$ cat config.mk
export PLATFORM = sky130hd
export DESIGN_NAME = pipeline_sequencer
export DESIGN_NICKNAME = d
export VERILOG_FILES = /design/src/rtl/pipeline_sequencer.sv
export SDC_FILE = /design/constraint.sdc
export NUM_CORES = 1
export LEC_CHECK = 0
export ABC_AREA = 1
export ABC_CLOCK_PERIOD_IN_PS = 4300
export CORE_MARGIN = 8
export CORE_UTILIZATION = 41
export DETAILED_ROUTE_END_ITERATION = 10
export GPL_TIMING_DRIVEN = 0
export PLACE_DENSITY = 0.88
export RECOVER_POWER = 25
export SETUP_SLACK_MARGIN = 0.5
export SLEW_MARGIN = 15
export SYNTH_ARGS = -nofsm -noshare
export SYNTH_HDL_FRONTEND = slang
export SYNTH_SLANG_ARGS = --single-unit
$ cat constraint.sdc
create_clock -name clk -period 4.3 [get_ports clk]
set_input_delay 0.86 -clock clk [delete_from_list [all_inputs] [get_ports clk]]
set_output_delay 0.86 -clock clk [all_outputs]
set_load 0.1 [all_outputs]
$ cat src/rtl/pipeline_sequencer.sv
// pipeline_sequencer: stage sequencer for an N-stage CPU datapath.
// It runs in one of two modes:
//   - sequential: one instruction in flight, advanced by a phase counter;
//   - pipelined: per-stage valid bits, hazard stalls, memory freeze and
//     redirect flushes.
// Optional feature macro: PERF_COUNTER_EN enables the retired/stall counters.
// When the macro is undefined, both counter ports read as zero and no
// counter flops are built.
module pipeline_sequencer #(
  parameter int unsigned STAGES         = 5,
  parameter int unsigned ID_STAGE       = 1,
  parameter int unsigned MEM_STAGE      = 3,
  parameter int unsigned REDIRECT_STAGE = 3
) (
  input  logic              clk,
  input  logic              reset,
  input  logic              mode,
  input  logic              hazard,
  input  logic              redirect,
  input  logic              mem_ready,
  input  logic              halt,
  output logic              pc_wren,
  output logic              pc_redirect,
  output logic [STAGES-2:0] stage_wren,
  output logic [STAGES-2:0] stage_clear,
  output logic [STAGES-1:0] stage_valid,
  output logic              ram_wren,
  output logic              reg_wren,
  output logic              busy,
  output logic              halted,
  output logic [31:0]       retired_count,
  output logic [31:0]       stall_count
);

  localparam int unsigned PW   = $clog2(STAGES);
  localparam int unsigned LAST = STAGES - 1;

  typedef enum logic [1:0] {
    START  = 2'd0,
    RUN    = 2'd1,
    DRAIN  = 2'd2,
    HALTED = 2'd3
  } state_t;

  state_t            state_q, state_d;
  logic              mode_q;
  logic [PW-1:0]     p_q, p_d;
  logic [STAGES-1:1] valid_q, valid_d;
  logic [STAGES-1:0] pipe_sv;
  logic              active, pipe, fetch, seq_run, seq_wait;
  logic              freeze, redir_take, hz_take;

  // Reset blanks every enable in the cycle it is asserted, aborting any instruction.
  assign active     = (state_q == RUN || state_q == DRAIN) && !reset;
  assign pipe       = active && mode_q;
  assign fetch      = pipe && state_q == RUN && !halt;
  assign pipe_sv    = {valid_q, fetch};
  // Sequential halt takes effect only between instructions (p = 0).
  assign seq_run    = active && !mode_q && state_q == RUN && !(p_q == '0 && halt);
  assign seq_wait   = seq_run && p_q == PW'(MEM_STAGE) && !mem_ready;
  // Pipelined priority: freeze > redirect > hazard > normal.
  assign freeze     = pipe && pipe_sv[MEM_STAGE] && !mem_ready;
  assign redir_take = pipe && !freeze && pipe_sv[REDIRECT_STAGE] && redirect;
  assign hz_take    = pipe && !freeze && !redir_take && pipe_sv[ID_STAGE] && hazard;

  assign busy   = |stage_valid[STAGES-1:1];
  assign halted = state_q == HALTED && !reset;

  // State register.
  always_ff @(posedge clk) begin
    if (reset) state_q <= START;
    else       state_q <= state_d;
  end

  // Next-state logic.
  always_comb begin
    state_d = state_q;
    case (state_q)
      START:   state_d = RUN;
      RUN:     if (halt && (mode_q || p_q == '0)) state_d = DRAIN;
      DRAIN:   if (!busy) state_d = HALTED;
               else if (!halt) state_d = RUN;
      HALTED:  if (!halt) state_d = RUN;
      default: state_d = START;
    endcase
  end

  // Enable outputs, decoded from registered state and current inputs.
  always_comb begin
    pc_wren     = 1'b0;
    pc_redirect = 1'b0;
    stage_wren  = '0;
    stage_clear = '0;
    ram_wren    = 1'b0;
    reg_wren    = 1'b0;
    stage_valid = '0;
    if (seq_run) begin
      for (int unsigned i = 0; i < STAGES; i++) stage_valid[i] = (p_q == PW'(i));
      if (!seq_wait) begin
        for (int unsigned i = 0; i < LAST; i++) stage_wren[i] = (p_q == PW'(i));
        ram_wren = (p_q == PW'(MEM_STAGE));
        if (p_q == PW'(LAST)) begin
          pc_wren     = 1'b1;
          pc_redirect = 1'b1;
          reg_wren    = 1'b1;
        end
      end
    end else if (pipe) begin
      stage_valid = pipe_sv;
      if (redir_take) begin
        pc_wren     = 1'b1;
        pc_redirect = 1'b1;
        stage_wren  = '1;
        for (int unsigned i = 0; i < REDIRECT_STAGE; i++) stage_clear[i] = 1'b1;
      end else if (hz_take) begin
        for (int unsigned i = ID_STAGE; i < LAST; i++) stage_wren[i] = 1'b1;
        stage_clear[ID_STAGE] = 1'b1;
      end else if (!freeze) begin
        pc_wren    = 1'b1;
        stage_wren = '1;
      end
      // Not fetching (draining): hold the PC and inject bubbles behind IF.
      if (!fetch) begin
        pc_wren        = 1'b0;
        stage_clear[0] = 1'b1;
      end
      ram_wren = pipe_sv[MEM_STAGE] && mem_ready;
      reg_wren = pipe_sv[LAST] && !freeze;
    end
  end

  // Next phase and next valid bits follow the enables just decoded.
  always_comb begin
    p_d     = p_q;
    valid_d = valid_q;
    if (seq_run && !seq_wait) p_d = (p_q == PW'(LAST)) ? '0 : p_q + PW'(1);
    if (pipe) begin
      for (int unsigned i = 0; i < LAST; i++)
        if (stage_wren[i]) valid_d[i+1] = pipe_sv[i] && !stage_clear[i];
    end
  end

  // Phase counter, valid bits and latched mode.
  always_ff @(posedge clk) begin
    if (reset) begin
      p_q     <= '0;
      valid_q <= '0;
      mode_q  <= 1'b0;
    end else begin
      p_q     <= p_d;
      valid_q <= valid_d;
      if (state_q == START) mode_q <= mode;
    end
  end

`ifdef PERF_COUNTER_EN
  logic [31:0] retired_q, stall_q;

  // Retired-instruction and lost-cycle counters, wrapping modulo 2^32.
  always_ff @(posedge clk) begin
    if (reset) begin
      retired_q <= 32'd0;
      stall_q   <= 32'd0;
    end else begin
      if (reg_wren) retired_q <= retired_q + 32'd1;
      if (freeze || hz_take || seq_wait) stall_q <= stall_q + 32'd1;
    end
  end

  assign retired_count = retired_q;
  assign stall_count   = stall_q;
`else
  assign retired_count = 32'd0;
  assign stall_count   = 32'd0;
`endif

endmodule

# Word-level counts from Yosys, hierarchy flattened
# Cells that the tools add are included.
[word_totals]
register_bits = 10
output_inout_bits = 83
[op_classes]
addsub = 1
eq_ne = 8
muxes = 35
n_reduce_logical = 46
[ops]
columns = ["cell", "n"]
rows = [
  ["1-bit logical AND", 26],
  ["1-bit two-way mux", 20],
  ["4-bit two-way mux", 5],
  ["3-bit two-way mux", 4],
  ["1-bit zero test", 11],
  ["5-bit two-way mux", 2],
  ["2-bit case mux with 4 select lines", 1],
  ["2-bit AND reduction", 4],
  ["3-bit by 2-bit == test with 1-bit output (second input constant)", 2],
  ["2-bit two-way mux", 3],
  ["2-bit == test (second input constant)", 2],
  ["4-bit OR reduction", 1],
  ["3-bit by 1-bit adder with 3-bit output (second input constant)", 1],
  ["3-bit by 1-bit == test with 1-bit output (second input constant)", 1],
  ["3-bit == test (second input constant)", 1],
  ["3-bit zero test", 1],
  ["2-bit by 1-bit == test with 1-bit output (second input constant)", 1],
  ["2-bit zero test", 1],
  ["1-bit logical OR", 2],
  ["2-bit by 1-bit != test with 1-bit output (second input constant)", 1],
]

# Depth between registers and ports, before layout
# Gate-level depths: netlist (run 1).
[logic_depth]
ltp_word = 20
mapped_depth = 11

# Worst setup path after synthesis (run 1)
# OpenSTA, ideal clock, no wires.
[synth_path]
path_type = "input-to-output"
start = "in reset"
end = "out stage_clear[1]"
arrival_ns = 3.586
path_slack_ns = -0.146
path_stages = 6
n_path_buf = 1
cell_sequence = "buf_6 -> inv_8 -> nand3_4 -> inv_6 -> o21ai_2 -> o31ai_1"
[synth_via]
elab_chain_len = 17
[synth_rtl]
columns = ["item", "line", "rtl"]
rows = [
  ["from (decl)", "16", "input logic reset,"],
  ["1-bit zero test (*)", "54", "assign active = (state_q == RUN || state_q == DRAIN) && !reset;"],
  ["1-bit logical AND (*)", "54", ""],
  ["1-bit logical AND", "55", "assign pipe = active && mode_q;"],
  ["1-bit logical AND (2 in series)", "62", "assign freeze = pipe && pipe_sv[MEM_STAGE] && !mem_ready;"],
  ["1-bit zero test", "63, 64", ""],
  ["1-bit logical AND", "63, 64", ""],
  ["1-bit logical AND (2 in series)", "63", "assign redir_take = pipe && !freeze && pipe_sv[REDIRECT_STAGE] && redirect;"],
  ["1-bit zero test", "64", "assign hz_take = pipe && !freeze && !redir_take && pipe_sv[ID_STAGE] && hazard;"],
  ["1-bit logical AND (3 in series)", "64", ""],
  ["1-bit two-way mux", "115", "end else if (hz_take) begin"],
  ["1-bit two-way mux", "110", "if (redir_take) begin"],
  ["3-bit two-way mux", "108", "end else if (pipe) begin"],
  ["3-bit two-way mux (*)", "97", "if (seq_run) begin"],
  ["to (decl)", "25", "output logic [STAGES-2:0] stage_clear,"],
]
# Mark *: on every way between the ends. The rest lies on a longest branch, timed or not.

# Final worst setup path (run 1)
[layout_path]
start = "in mem_ready"
end = "out pc_wren"
[layout_via]
elab_chain_len = 15
[layout_rtl]
columns = ["item", "line", "rtl"]
rows = [
  ["from (decl)", "20", "input logic mem_ready,"],
  ["1-bit zero test (*)", "60, 62", ""],
  ["1-bit logical AND", "62", ""],
  ["1-bit zero test", "63, 64", ""],
  ["1-bit logical AND", "63, 64", ""],
  ["1-bit logical AND (2 in series)", "63", ""],
  ["1-bit zero test", "64", ""],
  ["1-bit logical AND (3 in series)", "64", ""],
  ["1-bit two-way mux", "115", ""],
  ["1-bit two-way mux", "110", ""],
  ["1-bit two-way mux", "123", "if (!fetch) begin"],
  ["1-bit two-way mux", "108", ""],
  ["1-bit two-way mux (*)", "97", ""],
  ["to (decl)", "22", "output logic pc_wren,"],
]
# Marked as above.

==> impl_metrics.toml, run 1 <==
[routing]
routedWlPerCell_um = 10.2
first_pass_iters = 4
wl_um = 3440
drt_iter0_markers = 21
ant_nets = 0
vias_per_cell = 3.84
drcViolationCount = 0
vias = 1290

[min_path]
hold_path.class = "flop to flop"

[power]
p_leak_nw = 1.18
irDropWorstVdd_mv = 0.246
powerDensity_nw_per_um2 = 401

[synth]
synth_area_um2 = 1460
avgSynthCellArea_um2 = 7.35
synth_cell_type_count = 30
ys_seq_elements = 10
postSynthCellCount = 199
netlist.area_leader.share_pct = 33.4
ys_seq_area_share_pct = 13.7
yosysWarnings = 0
synth_area_leaders = "buf_4, dfxtp_1, ha_1"
yosys.area.top_type = "buf_4"

[setup_path]
required_ps = 3440
critPathMaxFanout = 8
slowest_delay_ps = 610
critical-path-slowest-cell = "dlygate4sd3_1"
arrival_ps = 3000
critPathBufInv = 3
cp-start-kind = "input port"
path_common_cell = "nand2_1"
endpoint_kind = "output pin"
crit_type = "input port to output pin"
crit_chain = "dlygate4sd3_1 > inv_1 > nor3_1 > nand2_1 > o21ai_2 > nand2_1 > nand2_1 > clkdlybuf4s15_2"
crit_family = "buffers and inverters"

[place]
port_buffers = 23
place_hpwl_um = 3130
gp_congestion = 0.882

[layout]
n_antenna_cell = 0
final_util_pct = 58.7
drive_gt1_share_pct = 37.9
area_growth_pct = 36.0
fill_cells = 343
seqCellArea_um2 = 200
final_nets = 309
multi_input_area_um2 = 891

[floorplan]
die_area_um2 = 5740
ios = 90
core_um2 = 3390
die_x_um = 75.7
die_h_um = 75.7
rows = 21
start_util_pct = 43.2

[clocking]
htree_levels = 1
cts.sinks = 10
cts-root-buf = "clkbuf_4"
insertion_delay_ps = 270
clkTransAtPathRegs_ps = 70
cts_tree = "built"
cts_buffer_depth = 2
cts_setup_buffers = 0
cts_buffers = 3

[timing]
slew_headroom_pct = 34.9
fmax_mhz = 259
slew_viol_final = 0
timing.final.crit_share_pct = 89.7
setup_violations = 0
worst_pin_slew_ps = 974
period_needed_ps = 3860
skew_ps = 2.47
rsz0062_at_grt = "false"
finalSetupTns_ps = 0
hold_violations = 0

[global_route]
grt_pass1_vias = 1226
grt_use_total_pct = 11.7
grt_start_max_net_pins = 9
grt_overflow_total = 0
grt_pass1_wl_um = 5200
antenna_found_initial = 0

[run]
max_cap_violations = 0

[outcome]
run_status = "finished clean"
synthesized netlist by cell type (all sizes together):
cell type,count
buf,66
o31ai,1
o21ai,9
nor2,14
nand3,9
dfxtp,10
nor3,3
nand4,2
ha,11
clkinv,1
nand2,35
inv,23
a21oi,11
a211oi,2
conb,1
o22ai,1
repair_timing:
item / CTS / global route
endpoints found under the setup margin: 16 / 6
hold buffers: 0 / 0
endpoints found under the hold margin: 0 / 0
cloned: 0 / 0
gates resized for setup: 29 / 13
worst reg2reg max path, delay by kind of cell, from the launching register on:
kind,cells,cell delay [ps]
AOI/OAI and AO/OA,2,180
and+or+nand+nor,5,790
buffers and inverters,1,140
DFF,1,420
adders and majority gates,1,400
through the flow:
step | std cells | power [mW] | hold WS, ps | setup WS, ps | cell area, um2
after CTS | 336 | 0.805 | 490 | 314 | 2030
after floorplan | 263 | 0.662 | 459 | -104 | 1710
after detailed placement | 332 | 0.720 | 479 | 14.8 | 2000
after global routing | 336 | 0.845 | 535 | 261 | 1990
after global placement | 332 | 0.713 | 478 | 57.2 | 2000
final | 336 | 0.799 | 497 | 441 | 1990
layout make-up:
| class | instances | share of cell area (%) |
|---|---|---|
| Buffer | 66 | 25.1 |
| Clock buffer | 4 | 1.82 |
| Inverter | 24 | 5.41 |
| Multi-Input combinational cell | 163 | 44.8 |
| Sequential cell | 10 | 10.1 |
| Tap cell | 46 | 2.89 |
| Timing Repair Buffer | 23 | 9.94 |
where the power goes:
part	internal, mW	switching (mW)
clock network	0.0514	0.0362
logic	0.120	0.464
registers	0.109	0.0185
sequential cells by signal, summed over array words and instances, names as in the netlist:
name	cells
state_q	2
mode_q	1
valid_q	4
p_q	3
final timing paths:
| check | cells past startpoint | endpoint | startpoint | slack [ps] |
|---|---|---|---|---|
| setup / recovery | 8 | pc_wren | mem_ready | 440 |
| setup reg to reg | 9 | valid_q[1] | state_q[0] | 2270 |
| hold reg to reg | 2 | valid_q[2] | valid_q[2] | 500 |
| hold / removal | 2 | valid_q[2] | valid_q[2] | 500 |
routing by layer:
layer / GRT usage, % / wire (um) / up-vias
met5: 0 / 0 / -
met4: 3.41 / 17 / 0
met2: 22.0 / 1730 / 65
met1: 12.2 / 1240 / 543
li1: - / - / 680
met3: 3.42 / 453 / 2
cell families (layout without fill, tap and decap cells):
family / Yosys count / count (layout) / synth area share (%)
adder cells (fa/ha/maj): 11 / 11 / 9.41
flip-flops: 10 / 10 / 13.7
buffers and inverters: 90 / 117 / 41.5
AO/OA/AOI/OAI: 24 / 24 / 10.7
AND/OR/NAND/NOR: 63 / 63 / 24.5
other: 1 / 65 / 0.256
layout by cell type, fill, tap and decap left out, types with 2 or more instances in the layout:
cell type,count
nor2_1,10
nand4_1,2
conb_1,65
dlygate4sd2_1,6
nand2_4,2
nand2_1,24
o21ai_2,2
dlygate4sd3_1,3
clkbuf_4,3
buf_2,2
inv_1,20
clkbuf_2,4
nor2_2,3
buf_4,65
nor3_1,2
a21oi_1,7
o21ai_0,3
a21oi_2,4
nand3_4,2
clkdlybuf4s15_2,4
o21ai_1,4
dfxtp_1,10
nand2_2,9
nand3_1,7
ha_1,11
clkdlybuf4s50_1,4
(Power assumes the default switching activity.)
==> inputs of run 2 (changes only) <==
Settings changed: ABC_CLOCK_PERIOD_IN_PS 4300 to default.
==> results of run 2 <==
The final DEF is identical to that of run 1; final timing and power are the same.
